$ cat src/rtl/pbus_irq_gateway_if.sv
// rtl/pbus_irq_gateway_if.sv - PLIC-side claim/complete handshake and request bundle
interface pbus_irq_gateway_if;
   logic        claim_valid_i;
   logic [4:0]  claim_id_i;
   logic        complete_valid_i;
   logic [4:0]  complete_id_i;
   logic [31:0] plic_req_o;
   logic [31:0] overflow_o;

   modport master (
      output claim_valid_i, claim_id_i, complete_valid_i, complete_id_i,
      input  plic_req_o, overflow_o
   );

   modport slave (
      input  claim_valid_i, claim_id_i, complete_valid_i, complete_id_i,
      output plic_req_o, overflow_o
   );
endinterface

$ cat src/rtl/pbus_irq_gateway.sv
// rtl/pbus_irq_gateway.sv - PLIC gateway for four peripheral bus interrupts
// Lines 1..4 are fed by pbus_irq_i[0..3]; every other PLIC line is tied idle.
module pbus_irq_gateway #(
   parameter int          SYNC_STAGES = 2,
   parameter logic [31:0] EDGE_MASK   = 32'h0,
   parameter int          CNT_W       = 4
) (
   input  logic              clk_i,
   input  logic              rst_ni,
   input  logic [3:0]        pbus_irq_i,
   pbus_irq_gateway_if.slave plic
);
   typedef enum logic [1:0] {IDLE = 2'd0, PENDING = 2'd1, CLAIMED = 2'd2} line_state_e;

   localparam logic [CNT_W-1:0] CNT_MAX = {CNT_W{1'b1}};

   logic [3:0]       sync_q [SYNC_STAGES];
   logic [3:0]       hist_q;
   logic [3:0]       level;
   logic [3:0]       rise;
   logic [3:0]       claim_hit;
   logic [3:0]       comp_hit;
   logic [3:0]       cnt_rise;
   logic [3:0]       cnt_sat;
   logic [3:0]       ovf_q;
   line_state_e      state_q [4];
   logic [CNT_W-1:0] cnt_q   [4];
   logic [CNT_W-1:0] cnt_eff [4];

   assign level = sync_q[SYNC_STAGES-1];
   assign rise  = level & ~hist_q;

   // cnt_eff already includes a rise arriving this cycle, so a completion
   // coinciding with a new edge still sees that edge.
   always_comb begin
      for (int i = 0; i < 4; i++) begin
         claim_hit[i] = plic.claim_valid_i && (plic.claim_id_i == 5'(i + 1));
         comp_hit[i]  = plic.complete_valid_i && (plic.complete_id_i == 5'(i + 1));
         cnt_rise[i]  = EDGE_MASK[i + 1] && rise[i] && (state_q[i] != IDLE);
         cnt_sat[i]   = (cnt_q[i] == CNT_MAX);
         cnt_eff[i]   = (cnt_rise[i] && !cnt_sat[i]) ? cnt_q[i] + CNT_W'(1) : cnt_q[i];
      end
   end

   always_comb begin
      plic.plic_req_o = '0;
      plic.overflow_o = '0;
      for (int i = 0; i < 4; i++) begin
         plic.plic_req_o[i + 1] = (state_q[i] == PENDING);
         plic.overflow_o[i + 1] = ovf_q[i];
      end
   end

   always_ff @(posedge clk_i or negedge rst_ni) begin
      if (!rst_ni) begin
         for (int s = 0; s < SYNC_STAGES; s++) sync_q[s] <= '0;
         hist_q <= '0;
         ovf_q  <= '0;
         for (int i = 0; i < 4; i++) begin
            state_q[i] <= IDLE;
            cnt_q[i]   <= '0;
         end
      end else begin
         sync_q[0] <= pbus_irq_i;
         for (int s = 1; s < SYNC_STAGES; s++) sync_q[s] <= sync_q[s-1];
         hist_q <= level;
         for (int i = 0; i < 4; i++) begin
            cnt_q[i] <= cnt_eff[i];
            if (cnt_rise[i] && cnt_sat[i]) ovf_q[i] <= 1'b1;
            case (state_q[i])
               IDLE: begin
                  if (EDGE_MASK[i + 1] ? rise[i] : level[i]) state_q[i] <= PENDING;
               end
               PENDING: begin
                  if (claim_hit[i])                          state_q[i] <= CLAIMED;
                  else if (!EDGE_MASK[i + 1] && !level[i])   state_q[i] <= IDLE;
               end
               CLAIMED: begin
                  if (comp_hit[i]) begin
                     if (EDGE_MASK[i + 1]) begin
                        if (cnt_eff[i] != '0) begin
                           state_q[i] <= PENDING;
                           cnt_q[i]   <= cnt_eff[i] - CNT_W'(1);
                        end else begin
                           state_q[i] <= IDLE;
                        end
                     end else begin
                        state_q[i] <= level[i] ? PENDING : IDLE;
                     end
                  end
               end
               default: state_q[i] <= IDLE;
            endcase
         end
      end
   end
endmodule

$ cat src/flat_wrapper.sv
// flat-port wrapper written by rule: the top's interface ports become plain ports
module pbus_irq_gateway_flat 
#(
   parameter int          SYNC_STAGES = 2,
   parameter logic [31:0] EDGE_MASK   = 32'h0,
   parameter int          CNT_W       = 4
)
  (clk_i, rst_ni, pbus_irq_i, plic_claim_valid_i, plic_claim_id_i, plic_complete_valid_i, plic_complete_id_i, plic_plic_req_o, plic_overflow_o);
  pbus_irq_gateway_if plic_i ();
  input  logic clk_i;
  input  logic rst_ni;
  input  logic [3:0] pbus_irq_i;
  input wire logic [$bits(plic_i.claim_valid_i)-1:0] plic_claim_valid_i;
  input wire logic [$bits(plic_i.claim_id_i)-1:0] plic_claim_id_i;
  input wire logic [$bits(plic_i.complete_valid_i)-1:0] plic_complete_valid_i;
  input wire logic [$bits(plic_i.complete_id_i)-1:0] plic_complete_id_i;
  output wire logic [$bits(plic_i.plic_req_o)-1:0] plic_plic_req_o;
  output wire logic [$bits(plic_i.overflow_o)-1:0] plic_overflow_o;
  assign plic_i.claim_valid_i = plic_claim_valid_i;
  assign plic_i.claim_id_i = plic_claim_id_i;
  assign plic_i.complete_valid_i = plic_complete_valid_i;
  assign plic_i.complete_id_i = plic_complete_id_i;
  assign plic_plic_req_o = plic_i.plic_req_o;
  assign plic_overflow_o = plic_i.overflow_o;
  pbus_irq_gateway #(.SYNC_STAGES(SYNC_STAGES), .EDGE_MASK(EDGE_MASK), .CNT_W(CNT_W)) u_core (.clk_i(clk_i), .rst_ni(rst_ni), .pbus_irq_i(pbus_irq_i), .plic(plic_i));
endmodule
$ cat config.mk
export PLATFORM = sky130hd
export DESIGN_NAME = pbus_irq_gateway_flat
export DESIGN_NICKNAME = d
export VERILOG_FILES = /design/src/rtl/pbus_irq_gateway_if.sv /design/src/rtl/pbus_irq_gateway.sv /design/src/flat_wrapper.sv
export SDC_FILE = /design/constraint.sdc
export NUM_CORES = 1
export LEC_CHECK = 0
export ABC_AREA = 1
export CORE_MARGIN = 4
export CORE_UTILIZATION = 31
export DETAILED_ROUTE_END_ITERATION = 8
export DONT_BUFFER_PORTS = 1
export PLACE_DENSITY = 0.44
export SLEW_MARGIN = 20
export SYNTH_ARGS = -nofsm -noshare
export SYNTH_HDL_FRONTEND = slang
export SYNTH_SLANG_ARGS = --single-unit
$ cat constraint.sdc
create_clock -name clk_i -period 1 [get_ports clk_i]
set_input_delay 0.3 -clock clk_i [delete_from_list [all_inputs] [get_ports clk_i]]
set_output_delay 0.3 -clock clk_i [all_outputs]
set_load 0.01 [all_outputs]
# Word level (Yosys, flattened, before mapping)
# Index checks and enable logic that the tools add are counted.
dict set report op_classes {
  n_eq_ne 28
  n_mux 24
  n_reduce_logical 16
}
# operator n
set ops {}
lappend ops {{$mux W2} 16}
lappend ops {{$pmux W2 S3} 4}
lappend ops {{$eq A5 B2 Y1 const B} 4}
lappend ops {{$ne A2 B1 Y1 const B} 8}
lappend ops {{$ne A3 B3 Y1 const B} 4}
lappend ops {{$reduce_and A3 Y1} 4}
lappend ops {{$eq A5 B1 Y1 const B} 2}
lappend ops {{$eq A5 B3 Y1 const B} 2}
lappend ops {{$eq A2 B1 Y1 const B} 4}
lappend ops {{$eq A2 B2 Y1 const B} 4}
lappend ops {{$logic_and A1 B1 Y1} 8}
lappend ops {{$logic_not A2 Y1} 4}
lappend ops {{$mux W1} 4}
dict set report totals {
  register_bits 16
  in_bits 18
  output_inout_bits 64
  wordCells 74
}

# Longest topological paths before layout
dict set report logic_depth {
  depth_word 4
  mapped_depth 6
  depth_no_buf 6
}

# Worst setup path before layout
# Ideal clock, no wire load.
dict set report synth_path {
  path_type {register -> output}
  start {register u_core.state_q[7] (netlist name)}
  end {output port plic_plic_req_o[1]}
  arrival_time_ns 0.627
  t_required_ns 0.700
  setup_slack_ns 0.073
  stages_incl_launch_ff 2
  path_buffers 0
  path_cell_list {dfrtp_1 nor2_1}
}
dict set report synth_between {
  elab_chain_len 1
}
# item line
set synth_rtl {}
lappend synth_rtl {{start: declaration} pbus_irq_gateway.sv:26} ;# line_state_e state_q [4];
lappend synth_rtl {{start signal: indexed assignment} pbus_irq_gateway.sv:88} ;# state_q[i] <= level[i] ? PENDING : IDLE;
lappend synth_rtl {{$eq A2 B1 Y1} pbus_irq_gateway.sv:49} ;# plic.plic_req_o[i + 1] = (state_q[i] == PENDING);
lappend synth_rtl {{end: declaration} flat_wrapper.sv:17} ;# output wire logic [$bits(plic_i.plic_req_o)-1:0] plic_plic_req_o;
# Every way passes these cells.

# Worst setup path in the final report
# Same ends and word-level chain as after synthesis.

==> results.py <==
metrics = {
    "clock_network": {
        "cts-root-buf": "clkbuf_8",
        "path_clk_slew_ns": 0.06,
        "cts_max_level": 1,
        "clockBufferDepth": 2,
        "cts_buffers": 3,
        "clock_latency_ns": 0.25,
        "cts_tree": "built",
        "clkSinkCount": 16,
    },
    "routing": {
        "wl_per_cell_um": 9.013,
        "firstDrtPassIters": 4,
        "drc_errors": 0,
        "viasPerCell": 3.623,
        "drt_iter0_drc": 23,
        "vias": 808,
        "wl_mm": 2.010,
        "antenna_left": 0,
    },
    "setup_path": {
        "critPathRequiredTime_ns": 0.70,
        "cp_max_fo": 2,
        "critPathSlowestCell": "dfrtp_1",
        "cp-start-kind": "register",
        "critPathKind": "reg -> out",
        "crit_chain": "nor2_4 > buf_6",
        "arrival_ns": 0.90,
        "rrSetupSlack_ns": 0.03,
        "r2r_end": "u_core.state_q[6]",
        "worst_path_largest_cell_delay_ns": 0.41,
        "timing.rr.start": "u_core.state_q[7]",
        "critPathCaptureType": "output pin",
        "r2r_cells": 6,
    },
    "sta": {
        "fin_crit_sh": 1.203,
        "max_slew.worst_pin.slew_ns": 0.7161,
        "finalHoldViolations": 0,
        "finalWorstSetupSlack_ns": -0.2032,
        "period_needed_ns": 1.203,
        "slew_headroom": 0.5226,
        "setup_viol": 4,
        "rsz0062_at_grt": "yes",
        "maxSlewViolCount": 0,
        "clock_skew_ns": 0.002458,
        "fmax_mhz": 831.1,
    },
    "placed_design": {
        "dpl.hpwl_mm": 1.697,
        "place_congestion": 0.7376,
        "placed_cells": 213,
        "io_buffer_count": 0,
        "dpl_cell_area_um2": 1080,
    },
    "pwr": {
        "peakVddDrop_mv": 0.8671,
        "p_sw_w": 0.0006160,
        "cellPowerDensity_nw_per_um2": 1613,
        "p_clk_frac": 0.282,
        "swShare": 0.3111,
        "pwr-share-seq": 0.385,
        "comb_power_share": 0.333,
        "leakagePower_nw": 0.6919,
        "p_int_w": 0.001364,
    },
    "finish": {
        "antenna_cells": 0,
        "drive_gt1_frac": 0.1600,
        "syn2layout_area_growth_pct": 1.975,
        "final_nets": 194,
        "finish.instance_area_um2": 1227,
        "stdcell_count": 223,
        "fill_cells": 409,
    },
    "floorplanning": {
        "core_area_um2": 3716,
        "io_pins": 82,
        "die_w_um": 70.31,
        "initial_utilization": 0.3239,
        "die_area_um2": 4944,
        "dieHeight_um": 70.31,
        "num_rows": 22,
    },
    "hold_path": {
        "hold-path-cell-count": 0,
        "hold_path.class": "in -> reg",
        "hold_start": "pbus_irq_i[3]",
        "worstHoldEndpoint": "u_core.sync_q[7]",
    },
    "logic_synthesis": {
        "yosysWarningCount": 0,
        "ys_ff_latch": 16,
        "postSynthCellCount": 160,
        "syn_area_um2": 1204,
        "synth-seq-area-share": 0.3326,
        "ys_types": 14,
        "synth.avg_cell_area_um2": 7.523,
    },
    "global_route": {
        "grt_util_all_layers": 0.07539,
        "grt_max_degree": 17,
        "use_met3": 0.03309,
        "grt_pass1_wl_mm": 3.049,
        "grt_overflow": 0,
        "busiest_layer": "met2",
        "use_met1": 0.09131,
        "use_met2": 0.1175,
        "first_global_vias": 728,
        "antenna_found_initial": 0,
    },
    "run_status": {
        "outcome": "complete, but fails checks",
        "violations": "setup timing",
    },
    "job": {
        "max_cap_viol_count": 0,
    },
}
state kept, by name, indices dropped and copies added (netlist names):
name            cells
u_core.level        4
u_core.state_q      8
u_core.sync_q       4
critical path, delay by kind of cell, from the launching register on:
family,cells,cell delay [ns]
flip-flops,1,0.41
AND/OR/NAND/NOR,1,0.14
buffers and inverters,1,0.11
cells by family after synthesis:
family,count (synthesis),share of synthesized area
DFF,16,0.3326
other,1,0.003116
buffers and inverters,79,0.4335
and+or+nand+nor,58,0.2058
AOI/OAI and AO/OA,6,0.02494
layer usage:
metal / share of wire / vias up
met5: 0 / -
met4: 0.010 / 0
met3: 0.16 / 2
met2: 0.47 / 54
met1: 0.36 / 361
li1: - / 391
synth_stat cells:
| library cell | n | area share |
|---|---|---|
| buf_4 | 60 | 0.37 |
| nor2_1 | 24 | 0.075 |
| inv_1 | 19 | 0.059 |
| nand2_1 | 18 | 0.056 |
| dfrtp_1 | 16 | 0.33 |
| nand3_1 | 9 | 0.037 |
| a21oi_1 | 3 | 0.012 |
| nand3b_1 | 2 | 0.012 |
| nand4_1 | 2 | 0.010 |
| nor2_2 | 2 | 0.010 |
| o21ai_1 | 2 | 0.0083 |
| conb_1 | 1 | 0.0031 |
| nor3_1 | 1 | 0.0042 |
| o21ai_0 | 1 | 0.0042 |
layout by cell type, fill, tap and decap left out:
cell type       Yosys  final
nand4_1             2      2
a21oi_1             3      2
dlymetal6s4s_1      0      1
o21ai_0             1      1
buf_6               0      1
nor2_1             24     20
conb_1              1     60
nor3_1              1      1
dfrtp_1            16     16
inv_1              19     15
nand2_1            18     18
nand3b_1            2      2
buf_4              60     10
inv_2               0      4
o21ai_1             2      2
nor2_4              0      3
nand3_2             0      2
clkbuf_8            0      4
nand3_1             9      7
nor2_2              2      3
a21oi_2             0      1
power groups by stage:
| stage | Combinational [W] | Clock [W] | Sequential [W] |
|---|---|---|---|
| 6_report | 0.000659 | 0.000558 | 0.000763 |
| 3_5_place_dp | 0.000469 | 0 | 0.000769 |
| 2_1_floorplan | 0.000483 | 0 | 0.000760 |
| 4_1_cts | 0.000648 | 0.000586 | 0.000759 |
| 3_3_place_gp | 0.000471 | 0 | 0.000763 |
| 5_1_grt | 0.000741 | 0.000609 | 0.000771 |
cell type report:
cell class / instances / area, um2 / share of cell area
Timing Repair Buffer: 12 / 98.84 / 0.08053
Sequential cell: 16 / 400.4 / 0.3262
Tap cell: 48 / 60.06 / 0.04893
Inverter: 19 / 71.32 / 0.05810
Multi-Input combinational cell: 124 / 541.8 / 0.4414
Clock buffer: 4 / 55.05 / 0.04485
worst max-delay path by stage:
stage | from | end | cells after the start
floorplan | u_core.state_q[7] | plic_plic_req_o[1] | 1
global placement | u_core.state_q[6] | plic_plic_req_o[1] | 3
CTS | u_core.state_q[6] | plic_plic_req_o[1] | 3
global route | u_core.state_q[6] | plic_plic_req_o[1] | 3
finish | u_core.state_q[7] | plic_plic_req_o[1] | 2
detailed placement | u_core.state_q[6] | plic_plic_req_o[1] | 3
what timing repair did:
action                                  CTS  global route
gates resized for setup                  12             4
hold buffers                              1             0
endpoints found under the setup margin    4            24
pin swaps                                 5             4
endpoints found under the hold margin    16             0
setup buffers                             5             1
metrics by stage:
| step | hold WS, ns | setup TNS [ns] | setup WS, ns | utilization | total power, W |
|---|---|---|---|---|---|
| 2_1_floorplan | 0.004409 | 0 | 0.07338 | - | 0.001243 |
| 3_3_place_gp | 0.004948 | 0 | 0.04197 | 0.2906 | 0.001234 |
| 3_5_place_dp | 0.004869 | 0 | 0.01287 | 0.2906 | 0.001238 |
| 4_1_cts | 0.07008 | -1.521 | -0.2232 | 0.3273 | 0.001993 |
| 5_1_grt | 0.06361 | -0.8304 | -0.2549 | 0.3303 | 0.002121 |
| 6_report | 0.07798 | -0.5949 | -0.2032 | 0.3303 | 0.001980 |
(Power assumes the default switching activity.)
